**src/rtl/seq_sm_mul.sv**
```systemverilog
// Sequential shift-add multiplier for sign-magnitude or unsigned operands.
// Each operation retires one multiplier bit per cycle, then spends one cycle applying the sign.
module seq_sm_mul #(
  parameter int WIDTH = 6
) (
  input  logic                 clk,
  input  logic                 rst,
  input  logic                 start,
  input  logic                 mode,
  input  logic [WIDTH-1:0]     a,
  input  logic [WIDTH-1:0]     b,
  output logic                 busy,
  output logic                 done,
  output logic [2*WIDTH-1:0]   out,
  output logic [1:0]           dbg_state
);

  // Handshake: start is taken only while busy=0 (IDLE, including the done cycle);
  // a, b and mode are captured on that edge, and done pulses once when out updates.

  typedef enum logic [1:0] {
    IDLE = 2'd0,
    CALC = 2'd1,
    FIX  = 2'd2
  } state_t;

  localparam int                CW       = (WIDTH > 2) ? $clog2(WIDTH) : 1;
  localparam logic [CW-1:0]     CNT_LAST = CW'(WIDTH - 1);
  localparam logic [CW-1:0]     CNT_ONE  = CW'(1);
  localparam logic [2*WIDTH-1:0] ACC_ONE = (2*WIDTH)'(1);

  state_t                 state;
  state_t                 state_nxt;
  logic [WIDTH-1:0]       mcand;
  logic [WIDTH-1:0]       mplier;
  logic [2*WIDTH-1:0]     acc;
  logic [CW-1:0]          cnt;
  logic                   sign;
  logic [WIDTH-1:0]       mag_a;
  logic [WIDTH-1:0]       mag_b;
  logic [2*WIDTH-1:0]     partial;

  // In sign-magnitude mode the MSB is stripped here and carried separately as the sign.
  always_comb begin
    mag_a   = mode ? a : {1'b0, a[WIDTH-2:0]};
    mag_b   = mode ? b : {1'b0, b[WIDTH-2:0]};
    partial = {{WIDTH{1'b0}}, mcand} << cnt;
  end

  always_ff @(posedge clk) begin
    if (rst) state <= IDLE;
    else     state <= state_nxt;
  end

  always_comb begin
    state_nxt = state;
    case (state)
      IDLE:    if (start) state_nxt = CALC;
      CALC:    if (cnt == CNT_LAST) state_nxt = FIX;
      FIX:     state_nxt = IDLE;
      default: state_nxt = IDLE;
    endcase
  end

  always_ff @(posedge clk) begin
    if (rst) begin
      mcand  <= '0;
      mplier <= '0;
      acc    <= '0;
      cnt    <= '0;
      sign   <= 1'b0;
      out    <= '0;
      done   <= 1'b0;
    end else begin
      done <= 1'b0;
      case (state)
        IDLE: begin
          if (start) begin
            mcand  <= mag_a;
            mplier <= mag_b;
            sign   <= ~mode & (a[WIDTH-1] ^ b[WIDTH-1]);
            acc    <= '0;
            cnt    <= '0;
          end
        end
        CALC: begin
          if (mplier[0]) acc <= acc + partial;
          mplier <= mplier >> 1;
          cnt    <= cnt + CNT_ONE;
        end
        FIX: begin
          // Negating a zero magnitude yields zero, so negative zero never reaches out.
          out  <= sign ? (~acc + ACC_ONE) : acc;
          done <= 1'b1;
        end
        default: ;
      endcase
    end
  end

  assign busy      = (state != IDLE);
  assign dbg_state = state;

endmodule

```
**config.mk**
```make
export PLATFORM = sky130hd
export DESIGN_NAME = seq_sm_mul
export DESIGN_NICKNAME = d
export VERILOG_FILES = /design/src/rtl/seq_sm_mul.sv
export SDC_FILE = /design/constraint.sdc
export NUM_CORES = 1
export LEC_CHECK = 0
export BUFFER_PORTS_ARGS = -buffer_cell sky130_fd_sc_hd__buf_2
export CORE_ASPECT_RATIO = 1.1
export CORE_UTILIZATION = 51
export CTS_BUF_LIST = sky130_fd_sc_hd__clkbuf_4 sky130_fd_sc_hd__clkbuf_8 sky130_fd_sc_hd__clkbuf_16
export CTS_CLUSTER_DIAMETER = 100
export DETAILED_ROUTE_END_ITERATION = 7
export GPL_ROUTABILITY_DRIVEN = 0
export PLACE_DENSITY = 0.74
export SLEW_MARGIN = 10
export SYNTH_ARGS = -nofsm -noshare
export SYNTH_HDL_FRONTEND = slang
export SYNTH_SLANG_ARGS = --single-unit
```
**constraint.sdc**
```tcl
create_clock -name clk -period 3.1 [get_ports clk]
set_input_delay 0 -clock clk [delete_from_list [all_inputs] [get_ports clk]]
set_output_delay 0 -clock clk [all_outputs]
set_load 0.05 [all_outputs]
```
== Word level (Yosys, flattened, before mapping) ==
Cells that the tools add are included.
Storage, ports and cells
  output and inout bits: 16
  input port bits: 16
  flip-flop bits (word level): 43
Cells by class
  mux-type cells: 14
  equal/unequal tests: 6
  shift-type cells: 1
  bitwise operators: 4
  reduce and logical (&&, ||, !) cells: 7
  add/subtract/negate cells: 3
Operators by type and width (count)
  $mux 12: 3
  $pmux 12 s2: 1
  $mux 6: 3
  $add 12x1->12 const B: 1
  $add 12x12->12: 1
  $not 12->12: 1
  $pmux 6 s2: 1
  $shl 6x3->12: 1
  $ne 2x2->1 const B: 3
  $pmux 3 s2: 1
  $reduce_and 2->1: 3
  $mux 2: 2
  $pmux 2 s2: 1
  $reduce_bool 2->1: 2
  $add 3x1->3 const B: 1
  $eq 3x3->1 const B: 1
  $mux 3: 1
  $reduce_and 3->1: 1
  $eq 2x1->1 const B: 1
  $eq 2x2->1 const B: 1
  $logic_not 2->1: 1
  $and 1x1->1: 1
  $mux 1: 1
  $not 1->1: 1
  $xor 1x1->1: 1

== Logic depth before layout (Yosys ltp) ==
Gate-level depths: netlist of run 1.
  word-level depth: 4
  depth in mapped cells: 11
  depth with buffers taken out: 11

== Worst setup path after synthesis of run 1 ==
OpenSTA, ideal clock, no wires.
  path kind: flip-flop to flip-flop
  start point: register cnt[0]
  end point: register acc[8]
  library setup time: 0.117 ns
  data required time: 2.983 ns
  setup slack: 0.540 ns
  cell stages (with the launch flop): 11
  data arrival time: 2.443 ns
  period minus slack after synthesis: 2.560 ns
  cells stage by stage: dfxtp_1 -> clkbuf_1 -> nand2b_1 -> nor3_1 -> ha_1 -> fa_1 -> a21o_1 -> nand4_1 -> a21oi_1 -> or3_1 -> a32o_1
On the way
  longest elaborated chain between the ends: 4
RTL lines
  start: declaration: line 37  | logic [CW-1:0] cnt;
  start signal: assignment: line 89  | cnt <= cnt + CNT_ONE;
  $shl 6x3->12: line 47  | partial = {{WIDTH{1'b0}}, mcand} << cnt;
  $add 12x12->12: line 87  | if (mplier[0]) acc <= acc + partial;
  $mux 12: line 87
  $pmux 12 s2: line 76  | case (state)
  end signal: assignment: line 87
  end: declaration: line 36  | logic [2*WIDTH-1:0] acc;
Every way passes these cells. The select of a mux whose other input is x is not followed.
A chain may end at the register's enable or synchronous reset.

== Worst setup path after layout of run 1 ==
  start point: register cnt[1]
  end point: register acc[11]
Same word-level chain as after synthesis.

==> impl_results.md, run 1 <==
- Synthesis-stage register bit count: 43
- Share of post-route cells with drive strength above 1: 15.1%
- Setup crit start kind: flop
- DP HPWL: 4070 um
- Critical Path RT: 3300 ps
- P per Cell Area: 418 nW/um^2
- Post-Syn Instances: 315
- Top FF cell, synth: dfxtp_1
- Crit Path Category: flop to flop
- Gr usage total: 22.2%
- Final hold violation count: 0
- Crit path max fanout: 9
- Global route total overflow: 0
- Fill count: 406
- Most common cell after layout, fill and taps aside: nand2_1
- Largest net degree at the start of global routing: 45
- Status: complete, no violations
- Via count: 2296
- Reg clk slew, reported paths: 80 ps
- Clock Sinks: 43
- Final Cycle Share: 91.8%
- Slew headroom: 29.6%
- Synthesized area per cell: 8.07 um^2
- Asr flop ratio synth: 0%
- Clock buffer count from CTS: 5
- Nets: 381
- CTS tree: yes
- Place WS: 318 ps
- Worst Setup End Kind: flop
- RSZ-0062 raised after global routing: no
- Max-Cap Viols: 0
- Setup Skew: 11.4 ps
- Crit path time final: 2850 ps
- ANT cells: 0
- Seq/Total Area, Yosys: 33.9%
- Syn Nets: 346
- Max VDD drop: 283 uV
- Post-synth EDFFs: 0
- Clk Latency, worst-skew pair: 300 ps
- Most frequent cells in the layout: 44 x nand2_1, 43 x dfxtp_1, 32 x a21oi_1, 31 x buf_2, 30 x nor2_1
- Multi-input logic area: 1580 um^2
- Vias in the first global route: 2110
- First drt pass iteration count: 4
- Drt initial violations: 88
- IO Count: 32
- # H-tree levels: 2
- Slew of the pin with the lowest slew margin: 1050 ps
- Final worst slack: 253 ps
- Die Y: 76.0 um
- Core area: 4720 um^2
- Row count: 26
- Yosys cell types: 53
- Slew Viols, Final: 0
- # setup viols final: 0
- Setup TNS: 0 ps
- Flop2flop setup slack: 250 ps
- Area delta synth->final: 16.6%
- YS warnings: 0
- Starting Density: 53.9%
- First-pass GRT wire length: 9500 um
- CTS resizes: 0
- Port Buffers: 31
- Initial antenna violation count: 0
- Antenna Nets Post-Route: 0
- Routed wire length: 5630 um
- Hold crit path type: input pin to flop
- Die Width: 69.3 um
- Vias/cell: 5.64
- Seq. cell area: 861 um^2
- Root Driver: clkbuf_8
- Fmax: 351 MHz
- DRC violations left: 0
- Cell Area, Synth: 2540 um^2
- CP arrival: 3040 ps
- Wire per inst: 13.8 um
- CTS Buffer Depth: 2
- Die area: 5270 um^2
- Pleak: 0.00123 uW
power by group:
part | switching [uW] | internal [uW]
Sequential | 16.8 | 565
Combinational | 77.7 | 55.2
Clock | 192 | 331
per-layer routing:
layer	wire length (um)	track usage, %	vias to the layer above
li1	-	-	1194
met1	2520	26.2	1037
met2	2800	39.6	53
met3	209	4.37	12
met4	97	7.55	0
met5	0	0	-
synth_stat cells (2+ instances only):
library cell | count | area (um^2)
or3_1 | 4 | 25.0
o31ai_1 | 2 | 15.0
clkbuf_1 | 10 | 37.5
o21ai_0 | 9 | 45.0
nand2_1 | 44 | 165
a211oi_1 | 8 | 60.1
inv_1 | 7 | 26.3
xnor2_1 | 10 | 87.6
a21oi_1 | 32 | 160
nand2b_1 | 4 | 25.0
a32o_1 | 2 | 20.0
a21o_1 | 6 | 45.0
o21bai_1 | 3 | 22.5
nand3b_1 | 2 | 15.0
nor2b_1 | 3 | 18.8
nor2_1 | 30 | 113
nor3_1 | 9 | 45.0
mux2i_1 | 5 | 50.1
nand4_1 | 2 | 12.5
nand3_1 | 8 | 40.0
or2_2 | 2 | 12.5
o21ai_1 | 3 | 15.0
mux2_2 | 3 | 33.8
a22oi_1 | 9 | 67.6
and2_1 | 3 | 18.8
buf_2 | 5 | 25.0
o22ai_1 | 2 | 12.5
and3_1 | 2 | 12.5
ha_1 | 14 | 175
a31oi_1 | 2 | 12.5
xor2_1 | 5 | 43.8
dfxtp_1 | 43 | 861
o31ai_2 | 2 | 25.0
worst max-delay path, stage by stage (launching register included):
cell and delay, ps:
dfxtp_1 500, mux2_2 390, nand2_1 60, o21ai_0 110, nor2_1 120, a31oi_1 50
ha_1 360, a21oi_1 220, o21bai_1 110, a221o_1 310, a2111o_1 390, o211a_1 130
kinds of logic after synthesis:
| family | after synthesis | synth area share, % |
|---|---|---|
| compound gates | 90 | 23.8 |
| fa+ha+maj | 15 | 7.68 |
| flops | 43 | 33.9 |
| xor+xnor | 15 | 5.17 |
| buf+inv | 24 | 4.09 |
| simple gates | 119 | 21.7 |
| mux | 9 | 3.74 |
sequential cells by signal, summed over array words and instances, names as in the netlist:
signal / flops
dbg_state: 2
mcand: 6
out: 12
done: 1
cnt: 3
sign: 1
acc: 12
mplier: 6
metrics by stage:
stage | cells | instance area, um^2 | util [%] | hold WS (ps) | power, uW
after floorplan | 315 | 2540 | - | 136 | 684
after global placement | 386 | 2700 | 57.2 | 241 | 712
after detailed placement | 386 | 2700 | 57.2 | 247 | 714
after CTS | 407 | 2960 | 62.8 | 29.9 | 1240
after global routing | 407 | 2960 | 62.8 | 25.6 | 1280
final | 407 | 2960 | 62.8 | 16.3 | 1240
layout make-up:
cell class	count	share of cell area (%)
tap	56	2.36
inverter	7	0.887
timing repair buffer	45	9.88
sequential	43	29.1
clock inverter	2	2.03
clock buffer	6	2.58
multi-input combinational	248	53.2
repair_timing:
action / CTS / global route
setup endpoints to repair: 0 / 0
hold endpoints to repair: 11 / 0
buffers inserted: 0 / 0
hold buffers: 13 / 0
path summary, 6_finish.rpt:
path                from         to  cells after the start
setup / recovery  cnt[1]    acc[11]                     11
hold / removal      b[3]  mplier[3]                      3
setup reg to reg  cnt[1]    acc[11]                     11
hold reg to reg   out[9]     out[9]                      2
Note: power is estimated with default switching activity, not from simulation.
==> run 2: changes to the inputs <==
--- a/config.mk
+++ b/config.mk
@@ -5,6 +5,7 @@
 export SDC_FILE = /design/constraint.sdc
 export NUM_CORES = 1
 export LEC_CHECK = 0
+export ABC_AREA = 1
 export BUFFER_PORTS_ARGS = -buffer_cell sky130_fd_sc_hd__buf_2
 export CORE_ASPECT_RATIO = 1.1
 export CORE_UTILIZATION = 51
@@ -12,7 +13,8 @@
 export CTS_CLUSTER_DIAMETER = 100
 export DETAILED_ROUTE_END_ITERATION = 7
 export GPL_ROUTABILITY_DRIVEN = 0
-export PLACE_DENSITY = 0.74
+export PLACE_DENSITY = 0.73
+export SETUP_SLACK_MARGIN = 0.1
 export SLEW_MARGIN = 10
 export SYNTH_ARGS = -nofsm -noshare
 export SYNTH_HDL_FRONTEND = slang
==> impl_results.md, run 2 <==
- First drt pass iteration count: 4 (unchanged)
- Drt initial violations: 190 (+120%)
- Vias in the first global route: 2517 (+19%)
- YS warnings: 0 (unchanged)
- Max VDD drop: 290 uV (+2.4%)
- Hold crit path type: input pin to flop
- Share of post-route cells with drive strength above 1: 14.8% (-0.29 points)
- Fmax: 401 MHz (+14%)
- Syn Nets: 458 (+32%)
- Die Width: 73.1 um (+5.5%)
- Starting Density: 53.0% (-0.91 points)
- Slew headroom: 58.3% (+29 points)
- Most common cell after layout, fill and taps aside: nand2_1
- Row count: 28 (+7.7%)
- CP arrival: 2660 ps (-380 ps)
- DP HPWL: 4840 um (+19%)
- P per Cell Area: 355 nW/um^2 (-15%)
- Post-Syn Instances: 427 (+36%)
- Core area: 5360 um^2 (+14%)
- Final hold violation count: 0 (unchanged)
- Post-synth top area share: 30.3% (-3.6 points)
- GRT Max-Usage Layer: met2
- Most frequent cells in the layout: 117 x nand2_1, 47 x inv_1, 43 x dfxtp_1, 42 x nor2_1
- Post-synthesis simple-gate area fraction: 32.7% (+11 points)
- Crit path max fanout: 13 (+4)
- Setup Skew: 9.46 ps (-1.89 ps)
- Met2 Resource Use GR: 42.8% (+3.2 points)
- Total power: 1140 uW (-7.5%)
- Largest area contributor in the netlist: dfxtp_1
- Critical Path RT: 3270 ps (-30 ps)
- DRC violations left: 0 (unchanged)
- Setup crit start kind: flop
- Buf+Inv Stages, Crit Path: 2 (+2)
- Clk Latency, worst-skew pair: 300 ps (about the same)
- Setup TNS: 0 ps (unchanged)
- Regs by FF count: acc: 12 flops, out: 12 flops
- Worst Setup End Kind: flop
- Nets: 496 (+30%)
- Port Buffers: 31 (unchanged)
- Root Driver: clkbuf_8
- Asr flop ratio synth: 0% (unchanged)
- CTS resizes: 0 (unchanged)
- Die Y: 80.3 um (+5.5%)
- Xor-xnor portion of the synthesized cell area: 2.16% (-3.0 points)
- Hold-fix buffers, CTS: 12 (-1)
- Post-synth EDFFs: 0 (unchanged)
- Slew of the pin with the lowest slew margin: 623 ps (-432 ps)
- Place WS: 625 ps (+306 ps)
- Max-Cap Viols: 0 (unchanged)
- Post-synthesis compound-gate area fraction: 16.4% (-7.4 points)
- CTS tree: yes
- Pleak: 0.00155 uW (+27%)
- Yosys cell types: 42 (-21%)
- IO Count: 32 (unchanged)
- ANT cells: 0 (unchanged)
- Largest family of logic cells by synthesized area: simple AND/OR/NAND/NOR gates
- Global route total overflow: 0 (unchanged)
- Largest net degree at the start of global routing: 28 (-38%)
- Synthesized area per cell: 6.65 um^2 (-18%)
- First-pass GRT wire length: 11400 um (+20%)
- Antenna Nets Post-Route: 0 (unchanged)
- Synthesis-stage register bit count: 43 (unchanged)
- Cell Area, Synth: 2840 um^2 (+12%)
- Clock buffer count from CTS: 5 (unchanged)
- CP top delay family: simple AND/OR/NAND/NOR gates
- Top-count cell post-synth: nand2_1
- Wire per inst: 12.1 um (-12%)
- Status: complete, no violations
- M1 GR Usage: 32.1% (+5.8 points)
- Total setup buffers inserted after CTS: 0 (unchanged)
- Crit path time final: 2490 ps (-356 ps)
- Final core occ: 60.2% (-2.7 points)
- Reg clk slew, reported paths: 90 ps (about the same)
- Most area-consuming cells after synthesis: dfxtp_1 30%, nand2_1 15%, inv_1 6.2%, ha_1 6.2%, nor2_1 5.6%
- Gr usage total: 24.9% (+2.7 points)
- GR Layer Usage met3: 4.14% (-0.22 points)
- Final worst slack: 609 ps (+356 ps)
- Slowest CP cell: dfxtp_1
- Crit-path most repeated cell: nand2_1
- Area delta synth->final: 13.6%
- Initial antenna violation count: 0 (unchanged)
- Seq/Total Area, Yosys: 30.3% (-3.6 points)
- Via count: 2689 (+17%)
- Vias/cell: 4.97 (-12%)
- Routed wire length: 6550 um (+16%)
- # H-tree levels: 2 (unchanged)
- Worst path max stage delay: 570 ps (+70 ps)
- Mux share of post-synthesis cell area: 0.705% (-3.0 points)
- RSZ-0062 raised after global routing: no
- Slew Viols, Final: 0 (unchanged)
- Synth top cells by count: 117 x nand2_1, 47 x inv_1, 43 x dfxtp_1, 42 x nor2_1, 31 x a21oi_1
- Clock Sinks: 43 (unchanged)
- CP Cell Sequence: inv_1, nand2_1, nand2_1, o21ai_0, o21ai_0, ha_1, nand2_2, inv_2, nand2_1, nand2_1, nand2_1, nand2_1, nor2_1, nand2_1, nand3_1, a21oi_2
- # setup viols final: 0 (unchanged)
- Final Cycle Share: 80.4% (-11 points)
- Synth Area in Adders: 6.88% (-0.81 points)
- Top FF cell, synth: dfxtp_1
- Crit Path Category: flop to flop
- Die area: 5870 um^2 (+11%)
- CTS Buffer Depth: 2 (unchanged)
==> run 2: cell count changes in the layout (fill, tap and decap cells not counted), moves of 12 or more <==
cell / change
o21ai_0: +20
nand2_1: +73
nand3_1: +18
nor2_1: +12
inv_1: +40
==> run 2: worst paths after layout <==
check	slack, ps	start	end	depth (start not counted)
setup reg to reg	610	cnt[0]	acc[11]	16
hold / removal	90	mode	sign	4
hold reg to reg	480	mplier[1]	mplier[1]	2
setup / recovery	610	cnt[0]	acc[11]	16
==> run 2: kinds of logic after synthesis <==
| group | count (synthesis) |
|---|---|
| AND/OR/NAND/NOR | 208 |
| AO/OA/AOI/OAI | 80 |
| multiplexers | 2 |
| XOR/XNOR | 7 |
| flip-flops | 43 |
| buffers and inverters | 72 |
| adder cells (fa/ha/maj) | 15 |
==> run 2: power breakdown <==
| group | internal [uW] | switching, uW |
|---|---|---|
| Clock | 166 | 197 |
| Combinational | 68.1 | 126 |
| Sequential | 569 | 18.7 |
==> run 2: per-layer routing <==
| layer | wire length [um] | share of wire, % | vias to the layer above |
|---|---|---|---|
| li1 | - | - | 1448 |
| met1 | 3160 | 48 | 1194 |
| met2 | 3170 | 48 | 39 |
| met3 | 152 | 2.3 | 8 |
| met4 | 72 | 1.1 | 0 |
| met5 | 0 | 0 | - |
==> run 2: cell type report <==
cell class,instances,area [um^2]
multi-input combinational,312,1670
clock buffer,6,76.3
clock inverter,2,12.5
sequential,43,861
tap,75,93.8
fill,513,2140
timing repair buffer,45,290
inverter,58,221
==> run 2: worst register-to-register path, stage by stage, from the launching register on <==
cell and delay [ps]:
dfxtp_1 570, inv_1 150, nand2_1 80, nand2_1 100
o21ai_0 240, o21ai_0 130, ha_1 360, nand2_2 150
inv_2 40, nand2_1 90, nand2_1 60, nand2_1 70
nand2_1 50, nor2_1 80, nand2_1 50, nand3_1 70
a21oi_2 50
==> run 2: stage by stage <==
step	hold WS (ps)	std cells	cell area (um^2)
after floorplan	135	427	2840
after global placement	219	521	3020
after detailed placement	230	521	3020
after CTS	82.7	541	3220
after global routing	101	541	3220
final	88.4	541	3220
